==> config.mk <==
export PLATFORM = sky130hd
export DESIGN_NAME = multicycle_controller
export DESIGN_NICKNAME = d
export VERILOG_FILES = /design/src/rtl/ctrl_pkg.sv /design/src/rtl/cond_unit.sv /design/src/rtl/multicycle_controller.sv
export SDC_FILE = /design/constraint.sdc
export NUM_CORES = 1
export LEC_CHECK = 0
export ABC_AREA = 1
export CAP_MARGIN = 20
export CORE_MARGIN = 5
export CORE_UTILIZATION = 41
export CTS_BUF_LIST = sky130_fd_sc_hd__clkbuf_4 sky130_fd_sc_hd__clkbuf_8
export CTS_CLUSTER_DIAMETER = 80
export DETAILED_ROUTE_END_ITERATION = 7
export PLACE_DENSITY_LB_ADDON = 0.3
export SYNTH_ARGS = -nofsm -noshare
export SYNTH_HDL_FRONTEND = slang
export SYNTH_HIERARCHICAL = 1
export SYNTH_SLANG_ARGS = --single-unit
==> constraint.sdc <==
create_clock -name clk -period 1.6 [get_ports clk]
set_input_delay 0.32 -clock clk [delete_from_list [all_inputs] [get_ports clk]]
set_output_delay 0.32 -clock clk [all_outputs]
set_load 0.1 [all_outputs]
==> src/rtl/ctrl_pkg.sv <==
// Shared encodings for the multicycle ARM control path: FSM states,
// instruction-class opcodes, ALU commands, datapath mux selects and
// condition codes.
package ctrl_pkg;

    typedef enum logic [3:0] {
        S_FETCH    = 4'd0,
        S_DECODE   = 4'd1,
        S_MEMADR   = 4'd2,
        S_MEMREAD  = 4'd3,
        S_MEMWB    = 4'd4,
        S_MEMWRITE = 4'd5,
        S_EXECUTER = 4'd6,
        S_EXECUTEI = 4'd7,
        S_ALUWB    = 4'd8,
        S_BRANCH   = 4'd9
    } state_t;

    // instruction[27:26]
    localparam logic [1:0] OP_DP  = 2'b00;
    localparam logic [1:0] OP_MEM = 2'b01;
    localparam logic [1:0] OP_BR  = 2'b10;

    // alu_ctl
    localparam logic [1:0] ALU_ADD = 2'b00;
    localparam logic [1:0] ALU_SUB = 2'b01;
    localparam logic [1:0] ALU_AND = 2'b10;
    localparam logic [1:0] ALU_ORR = 2'b11;

    // result_src
    localparam logic [1:0] RES_ALUOUT = 2'b00;
    localparam logic [1:0] RES_DATA   = 2'b01;
    localparam logic [1:0] RES_ALU    = 2'b10;

    // alu_src_b
    localparam logic [1:0] SRCB_WD   = 2'b00;
    localparam logic [1:0] SRCB_IMM  = 2'b01;
    localparam logic [1:0] SRCB_FOUR = 2'b10;

    // Data-processing cmd field, funct[4:1]
    localparam logic [3:0] CMD_AND = 4'b0000;
    localparam logic [3:0] CMD_SUB = 4'b0010;
    localparam logic [3:0] CMD_ADD = 4'b0100;
    localparam logic [3:0] CMD_CMP = 4'b1010;
    localparam logic [3:0] CMD_ORR = 4'b1100;

    // Condition codes, instruction[31:28]
    localparam logic [3:0] COND_EQ = 4'b0000;
    localparam logic [3:0] COND_NE = 4'b0001;
    localparam logic [3:0] COND_CS = 4'b0010;
    localparam logic [3:0] COND_CC = 4'b0011;
    localparam logic [3:0] COND_MI = 4'b0100;
    localparam logic [3:0] COND_PL = 4'b0101;
    localparam logic [3:0] COND_VS = 4'b0110;
    localparam logic [3:0] COND_VC = 4'b0111;
    localparam logic [3:0] COND_HI = 4'b1000;
    localparam logic [3:0] COND_LS = 4'b1001;
    localparam logic [3:0] COND_GE = 4'b1010;
    localparam logic [3:0] COND_LT = 4'b1011;
    localparam logic [3:0] COND_GT = 4'b1100;
    localparam logic [3:0] COND_LE = 4'b1101;
    localparam logic [3:0] COND_AL = 4'b1110;
    localparam logic [3:0] COND_NV = 4'b1111;

endpackage

==> src/rtl/cond_unit.sv <==
// NZCV flag register and per-instruction condition latch. The condition is
// evaluated against the registered flags while the FSM sits in DECODE and is
// frozen for the remainder of the instruction, so an instruction's own flag
// update never changes whether its writeback happens.
module cond_unit
    import ctrl_pkg::*;
(
    input  logic       clk,
    input  logic       rst_n,
    input  logic [3:0] cond,
    input  logic [3:0] alu_flags,
    input  logic       cond_latch,
    input  logic [1:0] flag_w,
    output logic [3:0] flags,
    output logic       cond_ex_q
);

    logic [3:0] flags_q;
    logic       cond_ex;
    logic       n_f, z_f, c_f, v_f;

    assign {n_f, z_f, c_f, v_f} = flags_q;

    // Evaluate the ARM condition field against the current flags.
    always_comb begin
        cond_ex = 1'b0;
        case (cond)
            COND_EQ: cond_ex = z_f;
            COND_NE: cond_ex = ~z_f;
            COND_CS: cond_ex = c_f;
            COND_CC: cond_ex = ~c_f;
            COND_MI: cond_ex = n_f;
            COND_PL: cond_ex = ~n_f;
            COND_VS: cond_ex = v_f;
            COND_VC: cond_ex = ~v_f;
            COND_HI: cond_ex = c_f & ~z_f;
            COND_LS: cond_ex = ~c_f | z_f;
            COND_GE: cond_ex = (n_f == v_f);
            COND_LT: cond_ex = (n_f != v_f);
            COND_GT: cond_ex = ~z_f & (n_f == v_f);
            COND_LE: cond_ex = z_f | (n_f != v_f);
            COND_AL: cond_ex = 1'b1;
            default: cond_ex = 1'b0;
        endcase
    end

    // Latch the condition at the end of DECODE; update NZ / CV when enabled.
    always_ff @(posedge clk or negedge rst_n) begin
        if (!rst_n) begin
            flags_q   <= 4'b0000;
            cond_ex_q <= 1'b0;
        end else begin
            if (cond_latch) begin
                cond_ex_q <= cond_ex;
            end
            if (flag_w[1] && cond_ex_q) begin
                flags_q[3:2] <= alu_flags[3:2];
            end
            if (flag_w[0] && cond_ex_q) begin
                flags_q[1:0] <= alu_flags[1:0];
            end
        end
    end

    assign flags = flags_q;

endmodule

==> src/rtl/multicycle_controller.sv <==
// Control FSM for the multicycle ARM datapath. Steps each instruction through
// fetch, decode and its class-specific execute/memory/writeback states, drives
// the shared-datapath mux selects and write strobes, and decodes the ALU
// command and flag-write enables. Write strobes are held low during reset so
// an instruction interrupted by reset leaves no further side effects.
module multicycle_controller
    import ctrl_pkg::*;
(
    input  logic       clk,
    input  logic       rst_n,
    input  logic [3:0] cond,
    input  logic [1:0] op,
    input  logic [5:0] funct,
    input  logic [3:0] rd,
    input  logic [3:0] alu_flags,
    output logic       pc_w,
    output logic       ir_w,
    output logic       reg_w,
    output logic       mem_w,
    output logic       adr_src,
    output logic       alu_src_a,
    output logic [1:0] alu_src_b,
    output logic [1:0] result_src,
    output logic [1:0] imm_src,
    output logic [1:0] reg_src,
    output logic [1:0] alu_ctl,
    output logic [3:0] flags
);

    state_t     state_q;
    state_t     state_d;
    logic       cond_ex_q;
    logic       cond_latch;
    logic [1:0] flag_w;
    logic [1:0] dp_ctl;
    logic       no_write;
    logic       rd_is_pc;
    logic       pc_w_raw, ir_w_raw, reg_w_raw, mem_w_raw;

    assign rd_is_pc = (rd == 4'd15);

    // State register.
    always_ff @(posedge clk or negedge rst_n) begin
        if (!rst_n) begin
            state_q <= S_FETCH;
        end else begin
            state_q <= state_d;
        end
    end

    // Next-state selection by instruction class.
    always_comb begin
        state_d = S_FETCH;
        case (state_q)
            S_FETCH:  state_d = S_DECODE;
            S_DECODE: begin
                case (op)
                    OP_MEM:  state_d = S_MEMADR;
                    OP_DP:   state_d = funct[5] ? S_EXECUTEI : S_EXECUTER;
                    OP_BR:   state_d = S_BRANCH;
                    default: state_d = S_FETCH;
                endcase
            end
            S_MEMADR:   state_d = funct[0] ? S_MEMREAD : S_MEMWRITE;
            S_MEMREAD:  state_d = S_MEMWB;
            S_EXECUTER: state_d = S_ALUWB;
            S_EXECUTEI: state_d = S_ALUWB;
            default:    state_d = S_FETCH;
        endcase
    end

    // Data-processing ALU command decode; unsupported commands add and discard.
    always_comb begin
        dp_ctl   = ALU_ADD;
        no_write = 1'b0;
        case (funct[4:1])
            CMD_ADD: dp_ctl = ALU_ADD;
            CMD_SUB: dp_ctl = ALU_SUB;
            CMD_AND: dp_ctl = ALU_AND;
            CMD_ORR: dp_ctl = ALU_ORR;
            CMD_CMP: begin
                dp_ctl   = ALU_SUB;
                no_write = 1'b1;
            end
            default: begin
                dp_ctl   = ALU_ADD;
                no_write = 1'b1;
            end
        endcase
    end

    // Per-state datapath controls and ungated write strobes.
    always_comb begin
        pc_w_raw   = 1'b0;
        ir_w_raw   = 1'b0;
        reg_w_raw  = 1'b0;
        mem_w_raw  = 1'b0;
        adr_src    = 1'b0;
        alu_src_a  = 1'b0;
        alu_src_b  = SRCB_WD;
        result_src = RES_ALUOUT;
        alu_ctl    = ALU_ADD;
        cond_latch = 1'b0;
        flag_w     = 2'b00;
        case (state_q)
            S_FETCH: begin
                ir_w_raw   = 1'b1;
                pc_w_raw   = 1'b1;
                alu_src_a  = 1'b1;
                alu_src_b  = SRCB_FOUR;
                result_src = RES_ALU;
            end
            S_DECODE: begin
                alu_src_a  = 1'b1;
                alu_src_b  = SRCB_FOUR;
                result_src = RES_ALU;
                cond_latch = 1'b1;
            end
            S_MEMADR: begin
                alu_src_b = SRCB_IMM;
                alu_ctl   = funct[3] ? ALU_ADD : ALU_SUB;
            end
            S_MEMREAD: begin
                adr_src = 1'b1;
            end
            S_MEMWRITE: begin
                adr_src   = 1'b1;
                mem_w_raw = cond_ex_q;
            end
            S_MEMWB: begin
                result_src = RES_DATA;
                reg_w_raw  = cond_ex_q;
                pc_w_raw   = cond_ex_q & rd_is_pc;
            end
            S_EXECUTER, S_EXECUTEI: begin
                alu_src_b = (state_q == S_EXECUTEI) ? SRCB_IMM : SRCB_WD;
                alu_ctl   = dp_ctl;
                flag_w[1] = funct[0];
                flag_w[0] = funct[0] & ((dp_ctl == ALU_ADD) | (dp_ctl == ALU_SUB));
            end
            S_ALUWB: begin
                result_src = RES_ALUOUT;
                reg_w_raw  = cond_ex_q & ~no_write;
                pc_w_raw   = cond_ex_q & ~no_write & rd_is_pc;
            end
            S_BRANCH: begin
                alu_src_b  = SRCB_IMM;
                result_src = RES_ALU;
                pc_w_raw   = cond_ex_q;
            end
            default: begin
                pc_w_raw = 1'b0;
            end
        endcase
    end

    // Strobes are suppressed for as long as reset is held.
    assign pc_w  = pc_w_raw  & rst_n;
    assign ir_w  = ir_w_raw  & rst_n;
    assign reg_w = reg_w_raw & rst_n;
    assign mem_w = mem_w_raw & rst_n;

    assign imm_src = op;
    assign reg_src = {(op == OP_MEM), (op == OP_BR)};

    cond_unit u_cond_unit (
        .clk        (clk),
        .rst_n      (rst_n),
        .cond       (cond),
        .alu_flags  (alu_flags),
        .cond_latch (cond_latch),
        .flag_w     (flag_w),
        .flags      (flags),
        .cond_ex_q  (cond_ex_q)
    );

endmodule

==> results of run 1 <==
## logic make-up after synthesis
kind of cell	count (synthesis)
simple gates	96
flops	9
buf+inv	30
compound gates	16
## metrics by stage
step	cell area (sq um)	hold slack [ps]
2_1_floorplan	965	24.4
3_5_place_dp	1690	563
4_1_cts	1860	280
3_3_place_gp	1690	518
## synth_stat cells, drive strengths merged
library cell	n	share of area [%]
a21oi	7	4.5
buf	3	3.1
dfrtp	9	26
inv	27	12
nand2	53	24
nand3	12	7.0
nor2	29	14
nor3	2	2.5
o211ai	1	0.88
o21a	1	0.88
o21ai	4	2.8
o22ai	1	0.73
o31ai	2	1.8
## timing repair
action / CTS
pin swaps: 18
resized for setup: 31
gates cloned: 0
setup endpoints to repair: 12
setup buffers: 10
==> impl_results.md, run 1 <==
- Outcome: stopped before the end
- Failing step: global routing (5_1_grt)
- Tool error: [ERROR DPL-0033] detailed placement checks failed during check placement.
- Post-Synthesis Cell Area: ~850 sq um
- Setup WS pre-CTS: -318 ps
- Largest net degree at the start of global routing: 10
- CTS Buf Count: 3
- YS warnings: 6
- Synth Register Bits: 9
- Main combinational cell family by area after synthesis: simple AND/OR/NAND/NOR gates
- Adder-cell share of the synthesized area: 0%
- Number of distinct library cells after synthesis: 21
- Initial antenna violation count: 0
- DP HPWL: 2.81 mm
- H-tree levels: 1
- Synth Instances: 151
- Clock Tree Root: clkbuf_4
- Dpl cells: 230
- GP Congestion: 0.826
- Die H: roughly 56 um
- Worst ep type: top-level output
- Core Rows: 16
- Port Buffers: 41
- Compound-Gate Fraction of Synth Area: 11.6%
- Worst setup endpoint GRT: alu_ctl[0]
- Top Ports: 42
- Chip Width: between 50 and 60 um
- Mux cell area share after synthesis: 0%
- Clk sink count: 9
- Seq/Total Area, Yosys: 26.4%
- Mapped Nets: ~170
- Initial Util: 43.1%
- Simple-Gate Fraction of Synth Area: 47.1%
- Xor and xnor fraction of the mapped netlist area: 0%
- Bufs on Longest Clock Path: 2
- Post-cts hold buffer count: 0
- Synthesized area per cell: 5.65 sq um
==> run 2: changes to the inputs <==
--- a/config.mk
+++ b/config.mk
@@ -7,12 +7,10 @@
 export LEC_CHECK = 0
 export ABC_AREA = 1
 export CAP_MARGIN = 20
-export CORE_MARGIN = 5
-export CORE_UTILIZATION = 41
-export CTS_BUF_LIST = sky130_fd_sc_hd__clkbuf_4 sky130_fd_sc_hd__clkbuf_8
-export CTS_CLUSTER_DIAMETER = 80
+export CORE_AREA = 5 5 66 68
 export DETAILED_ROUTE_END_ITERATION = 7
-export PLACE_DENSITY_LB_ADDON = 0.3
+export DIE_AREA = 0 0 71 73
+export PLACE_DENSITY_LB_ADDON = 0.15
 export SYNTH_ARGS = -nofsm -noshare
 export SYNTH_HDL_FRONTEND = slang
 export SYNTH_HIERARCHICAL = 1
==> impl_results.md, run 2 <==
- Top cells by area, synth: dfrtp_1 26%, nand2_1 23%, nor2_1 11% (unchanged)
- Mapped Nets: 173 (unchanged)
- Clk sink count: 9 (unchanged)
- Crit path kind: reg -> out
- Crit path time final: 1740 ps
- Prevailing post-synth register cell: dfrtp_1 (unchanged)
- Simple-Gate Fraction of Synth Area: 47.1% (unchanged)
- Crit end category: output port
- Fin Clk Skew: 2.77 ps
- Synthesized area per cell: 5.65 sq um (unchanged)
- Tightest Pin Transition: 244 ps
- Mux cell area share after synthesis: 0% (unchanged)
- Synth Register Bits: 9 (unchanged)
- Startpoint types: flip-flop
- WP data required: 1280 ps
- DRT iter0 DRCs: 31
- Per-cell routed wire length: 11.2 um
- Core area: 0.00380 sq mm
- Leak: 0.000953 uW
- Worst path cell trace: nor2_4 > buf_6 > buf_6 > nand2_8 > nand2_2 > buf_12
- Critical path arrival: 1420 ps
- Total area of sequential cells: 235 sq um
- Design area: 0.00198 sq mm
- DP HPWL: 2.40 mm (was 2.81 mm)
- Die ar.: 0.00518 sq mm
- TNS Setup: -1000 ps
- Fin nets: between 200 and 250
- RSZ-0062 raised after global routing: yes
- Placed Area: 0.00172 sq mm (was 0.00169 sq mm)
- CTS tree: yes
- Top cell type's share of synthesized area: 26.4% (unchanged)
- Core Rows: 23 (was 16)
- Number of synthesized flops with an enable pin: 0 (unchanged)
- Chip Width: 71 um (was 55.6 um)
- Crit path max-delay family: flip-flops
- Initial antenna violation count: 0
- Final setup viols: 12
- Bufs on Longest Clock Path: 2 (unchanged)
- Clock Tree Root: clkbuf_8 (was clkbuf_4)
- DR vias: 1144
- Final hold vios: 0
- Compound-Gate Fraction of Synth Area: 11.6% (unchanged)
- Post-cts hold buffer count: 0 (unchanged)
- Outcome: finished, violations left (was stopped before the end)
- Count leader, synth: nand2_1 (unchanged)
- Post-DRT Antenna Nets: 0
- Vias per cell: between 4 and 5
- Vias in the first global route: 1183
- # diodes: 0
- Top Ports: 42 (unchanged)
- Seq/Total Area, Yosys: 26.4% (unchanged)
- Main combinational cell family by area after synthesis: simple AND/OR/NAND/NOR gates (unchanged)
- Largest net degree at the start of global routing: 9
- # fillers: 363
- Xor and xnor fraction of the mapped netlist area: 0% (unchanged)
- Synth Instances: 151 (unchanged)
- Grt ovf: 0
- Adder-cell share of the synthesized area: 0% (unchanged)
- Number of distinct library cells after synthesis: 21 (unchanged)
- Syn-to-layout area delta: 132%
- Most Frequent Cell on Critical Path: buf_6
- Layout cell share with drive strength beyond 1: 47.0%
- Dpl cells: 254 (was 230)
- Failing checks: negative setup slack
- YS warnings: 6 (unchanged)
- Pre-antenna DRT Iters: 4
- Max Clock Freq: 0.574 GHz
- VDD IR max: ~0.00083 V
- Most frequent cells in the layout: 39 x nand2_1, 20 x buf_12, 20 x buf_4
- Worst skew pair latency: 230 ps
- Critical Path Fanout Max: 4
- Port Buffers: 41 (unchanged)
- Hold_ws: ~180 ps
- Worst slew margin: 83.7%
- Final WS setup: -141 ps
- Area of the multi-input gates: around 700 sq um
- Most frequent cells after synthesis: 52 x nand2_1, 25 x nor2_1, 24 x inv_1 (unchanged)
- Drt total wl: 3.01 mm
- Post-Synthesis Cell Area: 853 sq um (unchanged)
- CP peak stage delay: 440 ps
- Crit path buf inv count: 3
- First-pass GRT wire length: 5.00 mm
- Crit share post-route: 109%
- H-tree levels: 1 (unchanged)
- Most common cell after layout, fill and taps aside: nand2_1
- Cell taking the most area after synthesis: dfrtp_1 (unchanged)
- Slew Viols, Final: 0
- Max_cap viols: 0
- DRC Markers: 0
- Worst Hold Class: in -> async
- Setup WS pre-CTS: -297 ps (was -318 ps)
- Async set-reset flop share out of synthesis: 100% (unchanged)
- Slowest library cell on the worst path: dfrtp_2
- Die H: 73 um (was 55.6 um)
- Count of non-filler cells in the finished layout: 269
- GP Congestion: 0.788 (was 0.826)
- Reg clk slew, reported paths: 40 ps
- Total GRT Usage: 11.8%
- CTS Buf Count: 3 (unchanged)
- Power per Cell Area: roughly 2000 mW/mm^2
- Initial Util: 22.5% (was 43.1%)
[run 2: cell counts after synthesis]
No cell type changed its count.
[run 2: layer usage]
metal  track usage [%]  part of all wire, %  vias to the layer above
met2              22.6                   56                       32
met3              2.62                  5.1                        2
met1              12.7                   38                      512
li1                  -                    -                      598
met4              4.38                 0.83                        0
met5                 0                    0                        -
[run 2: worst register-to-register path, stage by stage (launching register included)]
cell and delay (ps):
dfrtp_2 450, nor2_4 170, nand2_2 90, buf_6 130
buf_4 130, nor2_1 110, nand2_1 120, nor2_1 120
a21oi_1 50
[run 2: kinds of logic after synthesis]
group                  Yosys count
AOI/OAI and AO/OA               16
DFF                              9
and+or+nand+nor                 96
buffers and inverters           30
[run 2: report_power, final]
group / internal, uW / switching (uW)
clock network: 173 / 85.0
logic: 1250 / 2070
registers: 334 / 161
[run 2: final cells by class]
class	instances	share of cell area (%)
Timing Repair Buffer	67	41.5
Multi-Input combinational cell	112	35.2
Sequential cell	9	11.9
Inverter	27	5.89
Tap cell	50	3.17
Clock buffer	4	2.28
[run 2: worst paths after layout]
check                                 startpoint               endpoint  slack (ps)  depth (start not counted)
setup / recovery                      state_q[2]          result_src[1]        -140                          6
hold / removal                             rst_n             state_q[2]         180                          2
setup reg to reg                      state_q[3]   u_cond_unit/flags[1]         130                          8
hold reg to reg            u_cond_unit/cond_ex_q  u_cond_unit/cond_ex_q         560                          2
max in group asynchronous                  rst_n             state_q[0]        1250                          2
min in group clk                           op[0]             state_q[2]         530                          3
[run 2: repair_timing]
action                     CTS  global route
pin swaps                   11             6
setup buffers                5             6
resized for setup           33            15
setup endpoints to repair   13            13
[run 2: metrics by stage]
step / power [uW] / utilization [%]
after CTS: 3810 / 49.3
after global placement: 3320 / 45.4
after detailed placement: 3340 / 45.4
after floorplan: 2310 / -
final: 4070 / 52.0
after global routing: 4260 / 52.0
Note: power is estimated with default switching activity, not from simulation.
